## config.mk

```make
export PLATFORM = sky130hd
export DESIGN_NAME = inst_dec_pipe
export DESIGN_NICKNAME = d
export VERILOG_FILES = /design/src/rtl/inst_dec_pipe.sv
export SDC_FILE = /design/constraint.sdc
export NUM_CORES = 1
export LEC_CHECK = 0
export BUFFER_PORTS_ARGS = -buffer_cell sky130_fd_sc_hd__buf_2
export CAP_MARGIN = 20
export CORE_UTILIZATION = 32
export DETAILED_ROUTE_END_ITERATION = 7
export SLEW_MARGIN = 0
export SYNTH_ARGS = -nofsm -noshare
export SYNTH_HDL_FRONTEND = slang
export SYNTH_SLANG_ARGS = --single-unit
export TNS_END_PERCENT = 100
```

## constraint.sdc

```tcl
create_clock -name I_clk -period 2.32 [get_ports I_clk]
set_clock_uncertainty 0.15 [all_clocks]
set_input_delay 0.232 -clock I_clk [delete_from_list [all_inputs] [get_ports I_clk]]
set_output_delay 0.232 -clock I_clk [all_outputs]
set_load 0.01 [all_outputs]
```

## src/rtl/inst_dec_pipe.sv

```systemverilog
// rtl/inst_dec_pipe.sv - handshaked instruction decoder with 2-entry skid buffer
//
// Splits an instruction into opcode, register selects, extended immediate,
// write enable and illegal flag, and registers the result behind a
// valid/ready interface that never drops an instruction under back-pressure.
//
// Ports:
//   I_clk, I_rst      clock (rising edge), asynchronous active-high reset
//   I_en              stage enable; 0 freezes all state and blocks transfers
//   I_flush           synchronous discard of both buffered entries
//   I_inst, I_valid   instruction from fetch; o_ready accepts it
//   o_valid, I_ready  decoded entry to downstream
//   o_aluop, o_selA/B/D, o_imm, o_regwe, o_illegal  decoded fields
module inst_dec_pipe #(
    parameter int INST_W    = 16,
    parameter int OP_W      = 5,
    parameter int REG_W     = 3,
    parameter int SEL_W     = 4,
    parameter int IMM_SRC_W = 8,
    parameter int IMM_W     = 16,
    parameter int SIGN_EXT  = 1,
    parameter logic [(1<<(OP_W-1))-1:0] NOWB_MASK = 16'h3080,
    parameter logic [(1<<(OP_W-1))-1:0] ILL_MASK  = 16'h0000
) (
    input  logic              I_clk,
    input  logic              I_rst,
    input  logic              I_en,
    input  logic              I_flush,
    input  logic [INST_W-1:0] I_inst,
    input  logic              I_valid,
    output logic              o_ready,
    output logic              o_valid,
    input  logic              I_ready,
    output logic [OP_W-1:0]   o_aluop,
    output logic [SEL_W-1:0]  o_selA,
    output logic [SEL_W-1:0]  o_selB,
    output logic [SEL_W-1:0]  o_selD,
    output logic [IMM_W-1:0]  o_imm,
    output logic              o_regwe,
    output logic              o_illegal
);

    localparam int ENT_W = OP_W + 3*SEL_W + IMM_W + 2;
    // Bits of o_imm above the source field; set together for sign extension.
    localparam logic [IMM_W-1:0] EXT_MASK = ~IMM_W'({IMM_SRC_W{1'b1}});

    typedef enum logic [1:0] {
        EMPTY = 2'd0,
        ONE   = 2'd1,
        FULL  = 2'd2
    } state_t;

    state_t              state_q, state_d;
    logic                room_q;
    logic [ENT_W-1:0]    out_q, skid_q;
    logic [ENT_W-1:0]    dec_ent;
    logic                load_out, load_skid, out_from_skid;
    logic                in_x, out_x;

    // Combinational decode of the incoming instruction.
    logic [OP_W-1:0]      d_op;
    logic [SEL_W-1:0]     d_a, d_b, d_d;
    logic [IMM_SRC_W-1:0] d_src;
    logic [IMM_W-1:0]     d_imm;
    logic                 d_ill, d_we;

    always_comb begin
        d_op  = I_inst[INST_W-1 -: OP_W];
        d_a   = SEL_W'(I_inst[INST_W-OP_W-1 -: REG_W]);
        d_b   = SEL_W'(I_inst[INST_W-OP_W-REG_W-1 -: REG_W]);
        d_d   = SEL_W'(I_inst[INST_W-OP_W-2*REG_W-1 -: REG_W]);
        d_src = I_inst[IMM_SRC_W-1:0];
        d_imm = IMM_W'(d_src);
        if ((SIGN_EXT != 0) && d_src[IMM_SRC_W-1]) begin
            d_imm = d_imm | EXT_MASK;
        end
        // Masks are indexed by the opcode without its LSB (pairs of opcodes).
        d_ill   = ILL_MASK[d_op[OP_W-1:1]];
        d_we    = ~(NOWB_MASK[d_op[OP_W-1:1]] | d_ill);
        dec_ent = {d_op, d_a, d_b, d_d, d_imm, d_we, d_ill};
    end

    // room_q is the registered "not FULL" view; it is 0 while in reset so
    // o_ready only rises after the first clock edge out of reset.
    assign o_ready = I_en & room_q;
    assign o_valid = (state_q != EMPTY);
    assign in_x    = I_valid & o_ready;
    assign out_x   = o_valid & I_ready & I_en;

    always_ff @(posedge I_clk or posedge I_rst) begin
        if (I_rst) begin
            state_q <= EMPTY;
        end else begin
            state_q <= state_d;
        end
    end

    always_comb begin
        state_d       = state_q;
        load_out      = 1'b0;
        load_skid     = 1'b0;
        out_from_skid = 1'b0;
        if (I_en) begin
            if (I_flush) begin
                state_d = EMPTY;
            end else begin
                case (state_q)
                    EMPTY: begin
                        if (in_x) begin
                            load_out = 1'b1;
                            state_d  = ONE;
                        end
                    end
                    ONE: begin
                        if (in_x && out_x) begin
                            load_out = 1'b1;
                        end else if (in_x) begin
                            load_skid = 1'b1;
                            state_d   = FULL;
                        end else if (out_x) begin
                            state_d = EMPTY;
                        end
                    end
                    FULL: begin
                        if (out_x) begin
                            out_from_skid = 1'b1;
                            state_d       = ONE;
                        end
                    end
                    default: state_d = EMPTY;
                endcase
            end
        end
    end

    always_ff @(posedge I_clk or posedge I_rst) begin
        if (I_rst) begin
            room_q <= 1'b0;
            out_q  <= '0;
            skid_q <= '0;
        end else begin
            room_q <= (state_d != FULL);
            if (load_out) begin
                out_q <= dec_ent;
            end else if (out_from_skid) begin
                out_q <= skid_q;
            end
            if (load_skid) begin
                skid_q <= dec_ent;
            end
        end
    end

    assign {o_aluop, o_selA, o_selB, o_selD, o_imm, o_regwe, o_illegal} = out_q;

endmodule

```

==> reports/qor.txt, run 1 <==
outcome -> finished clean
crit path DAT -> 1.96 ns
Clock transition at path regs -> 0.07 ns
CTS tree -> yes
Final Cycle Share -> 0.830
post-layout min period -> 1.92 ns
PwrDens -> 906 mW/mm^2
clk root buf -> clkbuf_8
RSZ-0062 raised after global routing -> false
xor/xnor cell area share of the yosys netlist -> 0
CP delay by family, top -> simple AND/OR/NAND/NOR gates
Top-Level Pins -> 59
Iteration-0 DRC Markers -> 40
grt met3 use -> 0.0384
layout cells sized above 1 -> 0.453
first-pass GRT wire length -> 5440 um
Worst path depth -> 5
Layout Utilization -> 0.409
worst skew pair latency -> 0.29 ns
clock sinks -> 37
Worst path slowest cell -> dfrtp_1
Slew HR -> 0.494
post-synthesis sequential area ratio -> 0.535
fillers -> 526
worst-margin pin slew -> 0.758 ns
Syn Inst Count -> 152
Cells on Worst Hold Path -> 2
diode count -> 0
Hold WC Path Type -> input pin to flip-flop
initial core utilization -> 0.336
WL final -> 3400 um
maximum vdd drop -> 378 uV
total number of yosys warnings -> 0
H-tree depth -> 2
Synth Area per Inst -> 11.4 um^2
Final Slew Violations -> 0
GRT Util Overall -> 0.133
area grow syn2layout -> 21.7%
f_max -> 519 MHz
drt first pass iters -> 4
Compound-Gate Fraction of Synth Area -> 0.153
total core area -> 0.00514 mm^2
TritonCTS Buffers -> 5
WP data required -> 2.35 ns
row count -> 26
Mapped Area -> 0.00173 mm^2
GRT Residual Overflow -> 0
Max Root-Sink Buffers -> 2
setup slack, reg-to-reg -> 0.40 ns
Die Wd -> 75.5 um
final hold viol count -> 0
Final TNS setup -> 0 ns
top post-synthesis cells by area -> dfrtp_1 54%, mux2_2 11%, buf_4 7.8%
CP Capture Type -> flip-flop
Final #Nets -> 224
Yosys cell types -> 27
port buffer count -> 54
cell-by-cell trace of the critical path -> nor2b_1 > nor3b_2 > buf_4 > nor3b_1 > a221o_1
cell taking the most area after synthesis -> dfrtp_1
initial antenna violation count -> 0
largest net degree at the start of global routing -> 21
GR Util met2 -> 0.214
worst path bufs/invs -> 1
WS Path Type -> flip-flop to flip-flop
Final HPWL DP -> 2400 um
CTS resizes -> 0
area share of the largest cell type after synthesis -> 0.535
final setup vio count -> 0
WL per Instance -> 12.4 um
simple-gate share of the synthesized area -> 0.0601
largest family of logic cells by synthesized area -> compound AO/OA/AOI/OAI gates
Vias -> 1216
DRC -> 0
number of synthesized register bits -> 37
Vias/cell -> 4.45
post-route ant nets -> 0
Die ar. -> 0.00570 mm^2
adder-cell share of the synthesized area -> 0
worst r2r path cells -> 5
Critical Path Max Stage Delay -> 0.47 ns
vias in the first global route -> 1162
mux contribution to synthesized area -> 0.116
global-route met1 utilization -> 0.165
crit-path max FO -> 7
leakage power -> 1.06 nW
Most Crowded Layer GR -> met2
die outline height -> 75.5 um
Startpoint Class -> flip-flop
RePlAce Congestion -> 0.823
# Max-Cap Violations -> 0
repair_timing:
item | in CTS | in global routing
setup buffers | 0 | 0
hold buffers | 1 | 0
endpoints found under the hold margin | 18 | 0
Yosys cell counts:
master / n
a2111oi_4: 1
a21boi_0: 1
a21o_1: 1
a221o_1: 1
a22oi_1: 16
and2_1: 1
buf_2: 3
buf_4: 18
buf_6: 1
clkbuf_1: 1
conb_1: 1
dfrtp_1: 37
inv_1: 17
mux2_2: 17
mux2i_1: 1
nand2_1: 7
nand2_2: 1
nand2b_1: 1
nand3_2: 1
nor2b_1: 1
nor3_1: 2
nor3b_1: 1
nor3b_2: 1
o21ai_0: 17
o31ai_1: 1
or2_0: 1
or2_2: 1
flip-flops by register name (all words and copies together), names as in the netlist:
| signal | flops |
|---|---|
| skid_q | 17 |
| state_q | 2 |
| out_q | 17 |
| room_q | 1 |
logic make-up after synthesis:
| kind of cell | after synthesis |
|---|---|
| mux | 18 |
| other cells | 1 |
| buf+inv | 40 |
| simple gates | 18 |
| compound gates | 38 |
| flops | 37 |
report_power, final:
part	internal (mW)	leakage (nW)	switching, mW
sequential	0.831	0.460	0.103
clock	0.268	0.0542	0.222
combinational	0.244	0.547	0.239
total	1.34	1.06	0.564
worst paths after layout:
check | start | endpoint
worst min-delay path | I_inst[1] | skid_q[3]
worst min register to register | skid_q[30] | out_q[30]
min in group asynchronous | I_rst | out_q[2]
max in group asynchronous | I_rst | skid_q[30]
worst max register to register | state_q[1] | out_q[1]
worst max-delay path | state_q[1] | out_q[1]
worst register-to-register path: stages, from the launching register on:
cell and delay [ns]:
dfrtp_1 0.47, nor2b_1 0.18, nor3b_2 0.45, buf_4 0.25
nor3b_1 0.06, a221o_1 0.25
layout make-up:
type / instances / area, um^2 / share of cell area
inverters: 17 / 63.8 / 0.0303
repair buffers: 63 / 340 / 0.162
clock buffers: 7 / 96.3 / 0.0458
well taps: 70 / 87.6 / 0.0416
multi-input cells: 78 / 586 / 0.278
clock inverters: 1 / 5.00 / 0.00238
flip-flops and latches: 37 / 926 / 0.440
metal layers:
layer / wire [um] / share of wire
met1: 1510 / 0.44
met2: 1660 / 0.49
met3: 166 / 0.049
met4: 66 / 0.019
met5: 0 / 0
stage by stage:
step                      power [mW]  hold WS [ns]  std cells  setup WS, ns  area [um^2]
after global placement          1.43         0.256        264         0.412         1990
after CTS                       1.94        0.0266        273         0.391         2100
after global routing            2.05        0.0350        273         0.306         2100
after detailed placement        1.44         0.257        264         0.395         1990
final                           1.91        0.0377        273         0.395         2100
after floorplan                 1.31         0.233        155         0.608         1740
cells in the final DEF (no fill, tap or decap), drive strengths merged:
| master | count |
|---|---|
| nand2 | 8 |
| clkbuf | 7 |
| a221o | 1 |
| a2111oi | 1 |
| nand2b | 1 |
| nor2b | 1 |
| o31ai | 1 |
| a22oi | 16 |
| dfrtp | 37 |
| nand3 | 1 |
| dlygate4sd3 | 1 |
| clkinv | 1 |
| conb | 4 |
| a21o | 1 |
| a21boi | 1 |
| o21ai | 17 |
| mux2 | 17 |
| and2 | 1 |
| or2 | 2 |
| nor3 | 2 |
| inv | 17 |
| nor3b | 2 |
| mux2i | 1 |
| buf | 62 |
(Power assumes the default switching activity.)
==> run 2: changes to the inputs <==
- clock period: 2.32 -> 1.85 ns (I/O delays scaled with it)
==> run 2 against run 1 <==
  * Via count increased by 3.6%
  * Critical path depth stayed put
  * Critical path type unchanged
  * Critical endpoint unchanged
  * Largest power group unchanged
  * Worst setup slack got worse by 0.28 ns
  * Global-route usage rose by 0.74 points
  * Utilization grew 3.0 points
  * Fmax increased by 11%
  * Register-to-register slack got worse by 0.28 ns
==> reports/qor.txt, run 2 (same netlist as run 1, synthesis figures left out) <==
f_max -> 576 MHz
final std cells w/o fill -> 285
most common cell after layout, fill and taps aside -> buf_2
WS Path Type -> flip-flop to flip-flop
Logic pwr share -> 0.250
Iteration-0 DRC Markers -> 60
final setup vio count -> 0
clk root buf -> clkbuf_8
clock share of power -> 0.283
CP delay by family, top -> simple AND/OR/NAND/NOR gates
worst skew pair latency -> 0.28 ns
CP Capture Type -> flip-flop
RSZ-0062 raised after global routing -> false
Hold WC Path Type -> input pin to flip-flop
Worst path slowest cell -> dfrtp_1
Area after DPL -> 0.00203 mm^2
commonest cells after routing, fill and taps aside -> 54 x buf_2, 37 x dfrtp_1, 17 x inv_1, 17 x o21ai_0, 17 x mux2_2
diode count -> 0
RePlAce Congestion -> 0.735
PwrDens -> 1110 mW/mm^2
total core area -> 0.00514 mm^2
clock sinks -> 37
Die Wd -> 75.5 um
Post-CTS Hold Fix Bufs -> 11
Placed Cells -> 266
worst path bufs/invs -> 1
crit-path max FO -> 14
Final HPWL DP -> 2390 um
first-pass GRT wire length -> 5800 um
final hold viol count -> 0
# Max-Cap Violations -> 0
post-layout min period -> 1.74 ns
area grow syn2layout -> 30.7%
Final Cycle Share -> 0.939
GRT Residual Overflow -> 0
WL per Instance -> 12.1 um
vias in the first global route -> 1217
H-tree depth -> 2
cell-by-cell trace of the critical path -> nor2b_1 > nor3b_2 > buf_12 > nor3b_1 > a221o_1
port buffer count -> 54
initial antenna violation count -> 0
row count -> 26
Top-Level Pins -> 59
Startpoint Class -> flip-flop
Final Slew Violations -> 0
Critical Path Max Stage Delay -> 0.47 ns
fin area -> 0.00226 mm^2
Die ar. -> 0.00570 mm^2
top flop regs -> out_q x17, skid_q x17, state_q x2
Int Pwr -> 1.81 mW
Post CTS Setup Buffer Count -> 0
post-route ant nets -> 0
largest net degree at the start of global routing -> 38
drt first pass iters -> 4
WL final -> 3440 um
WP data required -> 1.87 ns
Switch Pwr -> 711 uW
outcome -> finished clean
GRT Util Overall -> 0.140
final hold slack -> 0.0106 ns
TritonCTS Buffers -> 5
layout cells sized above 1 -> 0.433
sequential power share -> 0.467
CTS tree -> yes
Clock transition at path regs -> 0.07 ns
maximum vdd drop -> 474 uV
initial core utilization -> 0.336
DRC -> 0
die outline height -> 75.5 um
Final #Nets -> 236
Vias -> 1260
leakage power -> 1.12 nW
Max Root-Sink Buffers -> 2
Vias/cell -> 4.42
Final TNS setup -> 0 ns
CTS resizes -> 0
switch share -> 0.283
crit path DAT -> 1.76 ns
-- run 2: cell count changes in the layout (fill, tap and decap cells not counted), sizes merged --
cell / previous run / this run
buf: 62 / 64
bufinv: 0 / 1
clkinv: 1 / 0
dlygate4sd3: 1 / 11
-- run 2: cell type report --
cell class / instances / area (um^2)
fillers: 524 / 2880
flip-flops and latches: 37 / 926
multi-input cells: 78 / 586
repair buffers: 75 / 480
well taps: 70 / 87.6
clock buffers: 7 / 86.3
inverters: 17 / 63.8
clock inverters: 1 / 30.0
-- run 2: per-stage QoR --
stage                     setup WS, ns  power (mW)   util
after floorplan                  0.138        1.64      -
after global placement           0.159        1.80  0.396
after detailed placement         0.121        1.81  0.396
after CTS                       0.0839        2.56  0.440
after global routing            0.0339        2.72  0.440
final                            0.113        2.52  0.440
-- run 2: worst paths after layout --
kind	start	to	slack [ns]	cells after the start
max in group asynchronous	I_rst	out_q[28]	0.82	4
setup / recovery	state_q[0]	out_q[1]	0.11	5
min in group asynchronous	I_rst	out_q[33]	0.40	4
hold reg to reg	skid_q[18]	out_q[18]	0.35	2
hold / removal	I_inst[14]	skid_q[33]	0.01	2
setup reg to reg	state_q[0]	out_q[1]	0.11	5
-- run 2: routing by layer --
layer,routed length (um),share of wire,track usage,vias to the layer above
met5,0,0,0,-
li1,-,-,-,622
met3,145,0.042,0.0304,7
met2,1630,0.47,0.231,40
met1,1600,0.47,0.178,591
met4,59,0.017,0.0617,0
-- run 2: power by group through the flow --
stage / sequential (mW) / combinational, mW / clock [mW]
floorplan: 1.22 / 0.420 / 0
global route: 1.22 / 0.722 / 0.781
CTS: 1.18 / 0.637 / 0.742
detailed placement: 1.19 / 0.618 / 0
finish: 1.18 / 0.628 / 0.713
global placement: 1.18 / 0.613 / 0
-- run 2: worst reg2reg max path, stage by stage, from the launching register on --
cell	delay [ns]
dfrtp_1	0.47
nor2b_1	0.16
nor3b_2	0.35
buf_12	0.19
nor3b_1	0.06
a221o_1	0.25
==> run 3: changes to the inputs <==
- RECOVER_POWER: default -> 50
==> run 3 against run 2 <==
  * Worst setup slack worse by 0.0023 ns
  * Critical path depth stayed put
  * Register-to-register slack hardly changed
  * Sequential power hardly changed
  * Total power is 0.90% lower
  * Flip-flop and latch count stayed put
  * Largest cell class unchanged
  * Critical path type unchanged
  * Design area is 1.0% lower
  * Combinational power is 4.3% lower
  * Global-route usage stayed put
  * Hold slack worse by 0.00061 ns
  * Utilization is 0.44 points lower
  * Highest routed layer unchanged
==> reports/qor.txt, run 3 (same netlist as run 1, synthesis figures left out) <==
diode count -> 0
GRT Util Overall -> 0.140
fillers -> 535
port buffer count -> 54
WP data required -> 1.87 ns
initial core utilization -> 0.336
worst-margin pin slew -> 0.903 ns
layout cells sized above 1 -> 0.358
switch share -> 0.287
GRT Residual Overflow -> 0
Final TNS setup -> 0 ns
H-tree depth -> 2
Vias -> 1255
f_max -> 575 MHz
Hold WC Path Type -> input pin to flip-flop
final setup vio count -> 0
commonest cells after routing, fill and taps aside -> 38 x buf_2, 37 x dfrtp_1
CP Capture Type -> flip-flop
register area -> 926 um^2
Startpoint Class -> flip-flop
worst skew pair latency -> 0.28 ns
area grow syn2layout -> 29.4%
crit path DAT -> 1.76 ns
sequential power share -> 0.473
final std cells w/o fill -> 285
post-layout min period -> 1.74 ns
Final Slew Violations -> 0
Area after DPL -> 0.00203 mm^2
Die ar. -> 0.00570 mm^2
clk root buf -> clkbuf_8
Clock transition at path regs -> 0.07 ns
Int Pwr -> 1.78 mW
Max Root-Sink Buffers -> 2
vias in the first global route -> 1217
Final HPWL DP -> 2390 um
die outline height -> 75.5 um
Vias/cell -> 4.40
Switch Pwr -> 716 uW
largest net degree at the start of global routing -> 38
drt first pass iters -> 5
fin area -> 0.00224 mm^2
crit-path max FO -> 14
post-route ant nets -> 0
outcome -> finished clean
final hold viol count -> 0
Slew HR -> 0.398
Placed Cells -> 266
Final #Nets -> 236
Post CTS Setup Buffer Count -> 0
area of the multi-input gates -> 586 um^2
maximum vdd drop -> 467 uV
RePlAce Congestion -> 0.735
DRC -> 0
WL final -> 3450 um
row count -> 26
first-pass GRT wire length -> 5800 um
leakage power -> 1.07 nW
clock sinks -> 37
total core area -> 0.00514 mm^2
top flop regs -> out_q x17, skid_q x17, state_q x2
# Max-Cap Violations -> 0
clock share of power -> 0.286
Logic pwr share -> 0.241
Final Cycle Share -> 0.940
Top-Level Pins -> 59
Die Wd -> 75.5 um
initial antenna violation count -> 0
WS Path Type -> flip-flop to flip-flop
CTS tree -> yes
TritonCTS Buffers -> 5
Iteration-0 DRC Markers -> 30
PwrDens -> 1110 mW/mm^2
most common cell after layout, fill and taps aside -> buf_2
RSZ-0062 raised after global routing -> false
WL per Instance -> 12.1 um
run 3: repair_timing:
item | 4_1_cts | 5_1_grt
hold buffers | 11 | 0
endpoints found under the hold margin | 48 | 0
gates resized for setup | 0 | 0
run 3: path summary, 6_finish.rpt:
kind	end	slack [ns]	start	depth (start not counted)
setup / recovery	out_q[1]	0.11	state_q[0]	5
hold / removal	skid_q[33]	0.01	I_inst[14]	2
setup reg to reg	out_q[1]	0.11	state_q[0]	5
hold reg to reg	out_q[18]	0.35	skid_q[18]	2
max in group asynchronous	out_q[28]	0.41	I_rst	4
min in group asynchronous	out_q[33]	0.57	I_rst	4
run 3: routing by layer:
metal / up-vias / wire, um / track usage
met5: - / 0 / 0
met4: 0 / 59 / 0.0617
met3: 7 / 155 / 0.0304
met2: 40 / 1630 / 0.231
met1: 587 / 1600 / 0.178
li1: 621 / - / -
run 3: area by class of cell:
type,count,share of cell area
Clock buffer,7,0.0386
Clock inverter,1,0.0134
Inverter,17,0.0285
Multi-Input combinational cell,78,0.262
Sequential cell,37,0.414
Tap cell,70,0.0391
Timing Repair Buffer,75,0.205
run 3: metrics by stage:
stage | util | total power [mW] | hold WS [ns] | setup WS [ns]
floorplan | - | 1.64 | 0.186 | 0.138
detailed placement | 0.396 | 1.81 | 0.181 | 0.121
global route | 0.435 | 2.69 | 0.00645 | 0.0339
finish | 0.435 | 2.49 | 0.0100 | 0.111
CTS | 0.440 | 2.56 | 0.000657 | 0.0839
global placement | 0.396 | 1.80 | 0.167 | 0.159
run 3: power groups by stage:
stage                     Clock (mW)  Combinational [mW]  Sequential [mW]
after floorplan                    0               0.420             1.22
after global placement             0               0.613             1.18
after detailed placement           0               0.618             1.19
after CTS                      0.742               0.637             1.18
after global routing           0.781               0.695             1.22
final                          0.714               0.601             1.18
run 3: critical path: stages (launching register included):
cell	delay, ns
dfrtp_1	0.48
nor2b_1	0.16
nor3b_2	0.35
buf_12	0.19
nor3b_1	0.05
a221o_1	0.25
